[src/rtl/arb_requester.sv]
// Burst requester: asks an arbiter for a shared resource, moves len beats while
// granted, resumes after a lost grant, and aborts if the grant never arrives.
module arb_requester #(
    parameter int LEN_W   = 4,
    parameter int TIMEOUT = 15
) (
    input  logic             clk_i,
    input  logic             rst_ni,
    input  logic             start_i,
    input  logic [LEN_W-1:0] len_i,
    input  logic             gnt_i,
    output logic             req_o,
    output logic             xfer_valid_o,
    output logic [LEN_W-1:0] beat_cnt_o,
    output logic             busy_o,
    output logic             done_o,
    output logic             err_o
);

    typedef enum logic [1:0] {
        IDLE = 2'd0,
        REQ  = 2'd1,
        XFER = 2'd2,
        REL  = 2'd3
    } state_e;

    localparam logic [7:0] WAIT_LAST = 8'(TIMEOUT - 1);

    state_e           state_q;
    logic [LEN_W-1:0] len_q;
    logic [LEN_W-1:0] beat_q;
    logic [LEN_W-1:0] beat_d;
    logic [7:0]       wait_q;
    logic             req_q;
    logic             busy_q;
    logic             done_q;
    logic             err_q;

    assign beat_d = beat_q + {{(LEN_W-1){1'b0}}, 1'b1};

    // Burst sequencing; every output except xfer_valid is decoded into a register here
    always_ff @(posedge clk_i or negedge rst_ni) begin
        if (!rst_ni) begin
            state_q <= IDLE;
            len_q   <= {LEN_W{1'b0}};
            beat_q  <= {LEN_W{1'b0}};
            wait_q  <= 8'd0;
            req_q   <= 1'b0;
            busy_q  <= 1'b0;
            done_q  <= 1'b0;
            err_q   <= 1'b0;
        end else begin
            done_q <= 1'b0;
            err_q  <= 1'b0;
            case (state_q)
                IDLE: begin
                    if (start_i) begin
                        if (len_i != {LEN_W{1'b0}}) begin
                            len_q   <= len_i;
                            beat_q  <= {LEN_W{1'b0}};
                            wait_q  <= 8'd0;
                            state_q <= REQ;
                            req_q   <= 1'b1;
                            busy_q  <= 1'b1;
                        end else begin
                            done_q <= 1'b1;
                        end
                    end
                end
                REQ: begin
                    if (gnt_i) begin
                        state_q <= XFER;
                        wait_q  <= 8'd0;
                    end else if (wait_q == WAIT_LAST) begin
                        state_q <= IDLE;
                        req_q   <= 1'b0;
                        busy_q  <= 1'b0;
                        err_q   <= 1'b1;
                    end else begin
                        wait_q <= wait_q + 8'd1;
                    end
                end
                XFER: begin
                    if (gnt_i) begin
                        beat_q <= beat_d;
                        if (beat_d == len_q) begin
                            state_q <= REL;
                            req_q   <= 1'b0;
                            done_q  <= 1'b1;
                        end
                    end else begin
                        // Grant lost: keep progress, restart the timeout window
                        state_q <= REQ;
                        wait_q  <= 8'd0;
                    end
                end
                REL: begin
                    state_q <= IDLE;
                    busy_q  <= 1'b0;
                end
                default: begin
                    state_q <= IDLE;
                    req_q   <= 1'b0;
                    busy_q  <= 1'b0;
                end
            endcase
        end
    end

    assign xfer_valid_o = (state_q == XFER) && gnt_i;
    assign req_o        = req_q;
    assign beat_cnt_o   = beat_q;
    assign busy_o       = busy_q;
    assign done_o       = done_q;
    assign err_o        = err_q;

endmodule

[config.mk]
export PLATFORM = sky130hd
export DESIGN_NAME = arb_requester
export DESIGN_NICKNAME = d
export VERILOG_FILES = /design/src/rtl/arb_requester.sv
export SDC_FILE = /design/constraint.sdc
export NUM_CORES = 1
export LEC_CHECK = 0
export ABC_AREA = 1
export BUFFER_PORTS_ARGS = -buffer_cell sky130_fd_sc_hd__buf_2
export CAP_MARGIN = 10
export CELL_PAD_IN_SITES_DETAIL_PLACEMENT = 0
export CELL_PAD_IN_SITES_GLOBAL_PLACEMENT = 2
export CORE_ASPECT_RATIO = 0.75
export CORE_MARGIN = 3
export CORE_UTILIZATION = 33
export DETAILED_ROUTE_END_ITERATION = 12
export GPL_TIMING_DRIVEN = 0
export PLACE_DENSITY_LB_ADDON = 0.3
export REMOVE_ABC_BUFFERS = 1
export SYNTH_ARGS = -nofsm -noshare
export SYNTH_HDL_FRONTEND = slang
export SYNTH_SLANG_ARGS = --single-unit
[constraint.sdc]
create_clock -name clk_i -period 2.18 [get_ports clk_i]
set_input_delay 0.218 -clock clk_i [delete_from_list [all_inputs] [get_ports clk_i]]
set_output_delay 0.218 -clock clk_i [all_outputs]
set_load 0.1 [all_outputs]
==> results of run 1 <==
==> worst min path at each step <==
stage | startpoint | slack [ps] | endpoint | cells past startpoint
finish | len_i[1] | 200 | len_q[1]$_DFFE_PN0P_ | 2
global route | len_i[1] | 190 | len_q[1]$_DFFE_PN0P_ | 2
CTS | len_i[1] | 190 | len_q[1]$_DFFE_PN0P_ | 2
detailed placement | rst_ni | 230 | wait_q[2]$_DFFE_PN0P_ | 1
global placement | rst_ni | 230 | wait_q[2]$_DFFE_PN0P_ | 1
floorplan | rst_ni | -80 | beat_cnt_o[0]$_DFFE_PN0P_ | 0
==> flip-flops by register name, summed over array words and instances, names as in the netlist <==
signal	cells
len_q	4
state_q	2
err_o	1
req_o	1
busy_o	1
wait_q	8
beat_cnt_o	4
done_o	1
==> per-layer routing <==
metal | vias to the layer above | share of wire, %
li1 | 654 | -
met1 | 567 | 52
met2 | 27 | 43
met3 | 2 | 4.2
met4 | 0 | 0.59
met5 | - | 0
==> layout make-up <==
class	count	area, um^2
clock buffer	4	55.05
fill	443	2507
tap	55	68.82
inverter	27	106.4
sequential	22	550.5
timing repair buffer	17	90.09
multi-input combinational	140	750.7
==> critical path: stages (launching register included) <==
cell and delay, ps:
dfrtp_1 440, inv_1 100, ha_1 300, nand2_2 110, inv_2 130, buf_2 440
==> power breakdown <==
group | leakage (nW) | internal [mW] | switching [mW] | total (mW)
registers | 0.292 | 0.502 | 0.0922 | 0.594
clock network | 0.0288 | 0.161 | 0.140 | 0.301
logic | 0.543 | 0.280 | 0.713 | 0.993
==> placed cells by master, fill, tap and decap left out <==
| cell | instances |
|---|---|
| nand2_1 | 53 |
| dfrtp_1 | 22 |
| nor3_4 | 1 |
| nand3b_1 | 1 |
| nand3_2 | 2 |
| ha_1 | 8 |
| nor2_4 | 3 |
| nor2_1 | 19 |
| inv_4 | 2 |
| nand2_2 | 2 |
| mux2_2 | 1 |
| clkbuf_8 | 4 |
| a21o_1 | 1 |
| inv_2 | 3 |
| nand3_1 | 22 |
| o22ai_1 | 3 |
| dlygate4sd3_1 | 1 |
| o21ai_2 | 1 |
| nand4_1 | 6 |
| xnor2_1 | 1 |
| or2_2 | 2 |
| o21ai_0 | 7 |
| buf_2 | 16 |
| a21oi_1 | 2 |
| inv_1 | 22 |
| nor3b_1 | 2 |
| o21ai_1 | 3 |
==> cell families (layout without fill, tap and decap cells) <==
group,after synthesis,after routing
flip-flops,22,22
XOR/XNOR,1,1
AND/OR/NAND/NOR,113,113
AO/OA/AOI/OAI,17,17
buffers and inverters,30,48
multiplexers,1,1
adder cells (fa/ha/maj),8,8
==> repair_timing <==
action	4_1_cts	5_1_grt
endpoints found under the setup margin	0	0
resized for setup	0	0
hold buffers	1	0
endpoints found under the hold margin	22	0
==> through the flow <==
stage / hold slack [ps] / cells / area, um^2
6_report: 198.9 / 265 / 1622
5_1_grt: 193.6 / 265 / 1622
4_1_cts: 193.7 / 265 / 1622
3_5_place_dp: 231.7 / 260 / 1556
3_3_place_gp: 225.2 / 260 / 1556
2_1_floorplan: -77.59 / 189 / 1408
==> flow_metrics.tcl, run 1 <==
set metrics [dict create \
    outcome "finished clean" \
    dpl.hpwl_mm 2.509 \
    synthTopCellsByArea "dfrtp_1 (38%), nand2_1 (14%), nand3_1 (7.6%)" \
    tns_ps 0 \
    nets 227 \
    grt_pass1_vias 1230 \
    netlist_area_um2 1441 \
    reg2reg_to "wait_q[1]$_DFFE_PN0P_" \
    synth_xor_area_share_pct 0.6076 \
    grtUsageMet3_pct 3.571 \
    synth_edf_count 0 \
    cts_num_sinks 22 \
    final_core_util_pct 39.27 \
    pwr_density_cell_nw_per_um2 1165 \
    ctsHtreeMaxLevel 1 \
    critical_path_arrival_ps 1780 \
    first_iter_violations 47 \
    slew_violations 0 \
    die_x_um 82.32 \
    rsz0062_at_grt "false" \
    synthMuxAreaShare_pct 0.7813 \
    power.leakage_nw 0.8639 \
    worst_clock_skew_ps 2.526 \
    drc 0 \
    place_congestion 0.7967 \
    min_period_ps 2001 \
    synth_compound_area_share_pct 6.597 \
    cp-endpoint "xfer_valid_o" \
    yosysSeqAreaShare_pct 38.19 \
    grt_max_degree 23 \
    cts-root-buf "clkbuf_8" \
    total_power_mw 1.889 \
    maxCapViolCount 0 \
    cts_inserted_buffers 3 \
    ys_async_sr_fraction_pct 100.0 \
    ios 17 \
    avgSynthCellArea_um2 7.507 \
    ys_ff_latch 22 \
    synth_top_family_by_area "simple AND/OR/NAND/NOR gates" \
    die_area_um2 5205 \
    yosys.area_share.simple_pct 37.15 \
    diodes 0 \
    core_um2 4129 \
    synth_top_area_share_pct 38.19 \
    pre_cts_ws_ps 313.8 \
    met2_usage_pct 21.00 \
    cts_buffer_depth 2 \
    grt_pass1_wl_mm 5.885 \
    routed_via_density 4.717 \
    clk_latency_ps 260 \
    required_ps 1960 \
    startpoint "state_q[0]$_DFFE_PN0P_" \
    met1_usage_pct 22.15 \
    hp-class "in2reg" \
    hold_violations 0 \
    synth_top_flop_cell "dfrtp_1" \
    r2r_slack_ps 320 \
    synth_cell_type_count 25 \
    worst_pin_slew_ps 527.6 \
    reg2reg_depth 10 \
    yosysTopAreaCell "dfrtp_1" \
    postRouteAntennaNets 0 \
    grtUsageTotal_pct 14.69 \
    layout-drive-gt1-share_pct 17.62 \
    yosysMostFrequentCell "nand2_1" \
    portBuffers 16 \
    initial_core_util_pct 34.91 \
    std_cell_rows 20 \
    yosysWarnings 0 \
    syn_to_final_growth_pct 12.50 \
    fmax_mhz 499.6 \
    wl_per_cell_um 12.17 \
    crit_path_start_kind "register" \
    postCtsSetupRepairBufs 0 \
    period_share_pct 91.81 \
    antenna_found_initial 0 \
    r2r-start "state_q[1]$_DFFE_PN0P_" \
    criticalPathCategory "reg2out" \
    crit_fanout 6 \
    overflow 0 \
    end_kind "output port" \
    peakVddDrop_mv 0.6551 \
    final-setup-viol-count 0 \
    syn_inst 192 \
    clk_pin_slew_worst_paths_ps 80 \
    synth_adder_area_share_pct 6.944 \
    fin_ws_ps 178.5 \
    grt-busiest-layer "met1" \
    die_h_um 63.24 \
    wl_mm 3.226 \
    yosys-top-cells-count "nand2_1 (53), dfrtp_1 (22), inv_1 (22), nand3_1 (22), nor2_1 (19)" \
    slew_headroom_pct 64.82 \
    tritoncts "done" \
    num_vias 1250 \
    drtPass1Iterations 4 \
]
(Power assumes the default switching activity.)
==> run 2, diff against run 1 <==
BUFFER_PORTS_ARGS = unset   (was -buffer_cell sky130_fd_sc_hd__buf_2)
CORE_UTILIZATION = 36   (was 33)
DONT_BUFFER_PORTS = 1   (was unset)
==> run 2 against run 1 <==
  * Sequential cell count is the same
  * Worst setup slack improved by 44 ps
  * Highest routed layer unchanged
  * Worst hold slack worse by 110 ps
==> flow_metrics.tcl, run 2 (synthesized netlist as in run 1, its figures left out) <==
set metrics [dict create \
    outcome "finished clean" \
    hp-class "in2reg" \
    r2r_slack_ps 220 \
    postCtsSetupRepairBufs 0 \
    cts_buffer_depth 2 \
    slew_headroom_pct 29.51 \
    top_register "wait_q" \
    largest_register_ffs 8 \
    p_sw_uw 936.7 \
    cp-endpoint "state_q[1]$_DFFE_PN0P_" \
    clk_pin_slew_worst_paths_ps 90 \
    clk_latency_ps 270 \
    crit_fanout 9 \
    place_congestion 0.7484 \
    drtPass1Iterations 4 \
    grt_max_degree 23 \
    overflow 0 \
    final-setup-viol-count 0 \
    die_area_um2 4807 \
    end_kind "register" \
    criticalPathCategory "reg2reg" \
    worst_pin_slew_ps 1054 \
    die_x_um 79.07 \
    die_h_um 60.80 \
    syn_to_final_growth_pct 8.594 \
    p_clk_share_pct 20.2 \
    critical_path_arrival_ps 2120 \
    min_period_ps 1958 \
    num_vias 1191 \
    diodes 0 \
    antenna_found_initial 0 \
    wl_per_cell_um 13.18 \
    reg2reg_depth 9 \
    peakVddDrop_mv 0.5035 \
    cts_num_sinks 22 \
    sw_frac_of_total_pct 48.18 \
    required_ps 2350 \
    crit_path_start_kind "register" \
    ctsHtreeMaxLevel 1 \
    portBuffers 0 \
    first_iter_violations 84 \
    cts-root-buf "clkbuf_8" \
    fin_ws_ps 222.4 \
    core_um2 3756 \
    final_common_cell "nand2_1" \
    nets 211 \
    grt_pass1_wl_mm 5.706 \
    pwr-share-comb_pct 39.0 \
    maxCapViolCount 0 \
    rsz0062_at_grt "false" \
    final_core_util_pct 41.67 \
    ios 17 \
    dpl.hpwl_mm 2.484 \
    postRouteAntennaNets 0 \
    grt_pass1_vias 1154 \
    layout-drive-gt1-share_pct 12.37 \
    p_int_mw 1.007 \
    drc 0 \
    r2r-start "beat_cnt_o[0]$_DFFE_PN0P_" \
    slew_violations 0 \
    std_cell_rows 19 \
    power_frac_seq_pct 40.9 \
    power.leakage_nw 0.7899 \
    hold_violations 0 \
    grtUsageTotal_pct 15.81 \
    n_fill_cell 419 \
    initial_core_util_pct 38.37 \
    fin_cells 246 \
    pwr_density_cell_nw_per_um2 1242 \
    cts_inserted_buffers 3 \
    routed_via_density 4.841 \
    reg2reg_to "state_q[1]$_DFFE_PN0P_" \
    pre_cts_ws_ps -240.4 \
    placed_cells 241 \
    worst_clock_skew_ps 7.015 \
    period_share_pct 89.80 \
    holdWs_ps 88.50 \
    tritoncts "done" \
    fmax_mhz 510.8 \
    wl_mm 3.242 \
    startpoint "beat_cnt_o[0]$_DFFE_PN0P_" \
    most-common-layout-cells "nand2_1 (53), inv_1 (22), nand3_1 (22)" \
]
## run 2: changes by cell type in the layout (fill, tap and decap cells not counted), sizes merged
cell and change:
bufinv +1, clkbuf -1, buf -16
## run 2: power groups by stage
stage | registers, mW | logic (mW) | clock network, mW
2_1_floorplan | 0.770 | 0.601 | 0
3_3_place_gp | 0.792 | 0.743 | 0
3_5_place_dp | 0.799 | 0.755 | 0
4_1_cts | 0.792 | 0.769 | 0.408
5_1_grt | 0.811 | 0.878 | 0.424
6_report | 0.794 | 0.758 | 0.392
## run 2: layer usage
metal  vias up  global-route usage [%]  part of all wire, %
met5         -                       0                    0
li1        623                       -                    -
met3         4                   4.451                  3.2
met4         0                   4.412                  1.0
met1       549                   22.60                   54
met2        15                   23.50                   41
## run 2: final cells by class
type                            count  area [um^2]  area share [%]
Multi-Input combinational cell    140        750.7           47.96
Inverter                           27        108.9           6.954
Timing Repair Buffer                1        10.01          0.6395
Clock buffer                        3        41.29           2.638
Sequential cell                    22        559.3           35.73
Tap cell                           52        65.06           4.157
Clock inverter                      1        30.03           1.918
## run 2: worst max-delay path: stages, from the launching register on
cell and delay, ps:
dfrtp_4 650, ha_1 390, xnor2_1 160, nand2_1 70
nor2_1 150, nand2_1 130, nand2_1 110, nand2_1 70
nand2_1 60, nand2_1 50
## run 2: worst min-delay path by stage
| stage | start | endpoint | cells after the start |
|---|---|---|---|
| 2_1_floorplan | rst_ni | beat_cnt_o[0]$_DFFE_PN0P_ | 0 |
| 3_3_place_gp | rst_ni | req_o$_DFFE_PN0P_ | 0 |
| 3_5_place_dp | rst_ni | req_o$_DFFE_PN0P_ | 0 |
| 4_1_cts | len_i[1] | len_q[1]$_DFFE_PN0P_ | 1 |
| 5_1_grt | len_i[1] | len_q[1]$_DFFE_PN0P_ | 1 |
| 6_report | len_i[1] | len_q[1]$_DFFE_PN0P_ | 1 |
## run 2: timing repair
action                                  in CTS  in global routing
endpoints found under the hold margin       22                  0
pin swaps                                    0                  0
gates resized for setup                      2                  5
endpoints found under the setup margin       4                  6
hold buffers                                 1                  0
## run 2: through the flow
stage	setup TNS, ps	power (mW)	cell area [um^2]
6_report	0	1.944	1565
3_5_place_dp	-703.7	1.553	1473
3_3_place_gp	-653.8	1.535	1473
5_1_grt	0	2.113	1565
2_1_floorplan	0	1.371	1408
4_1_cts	0	1.969	1556
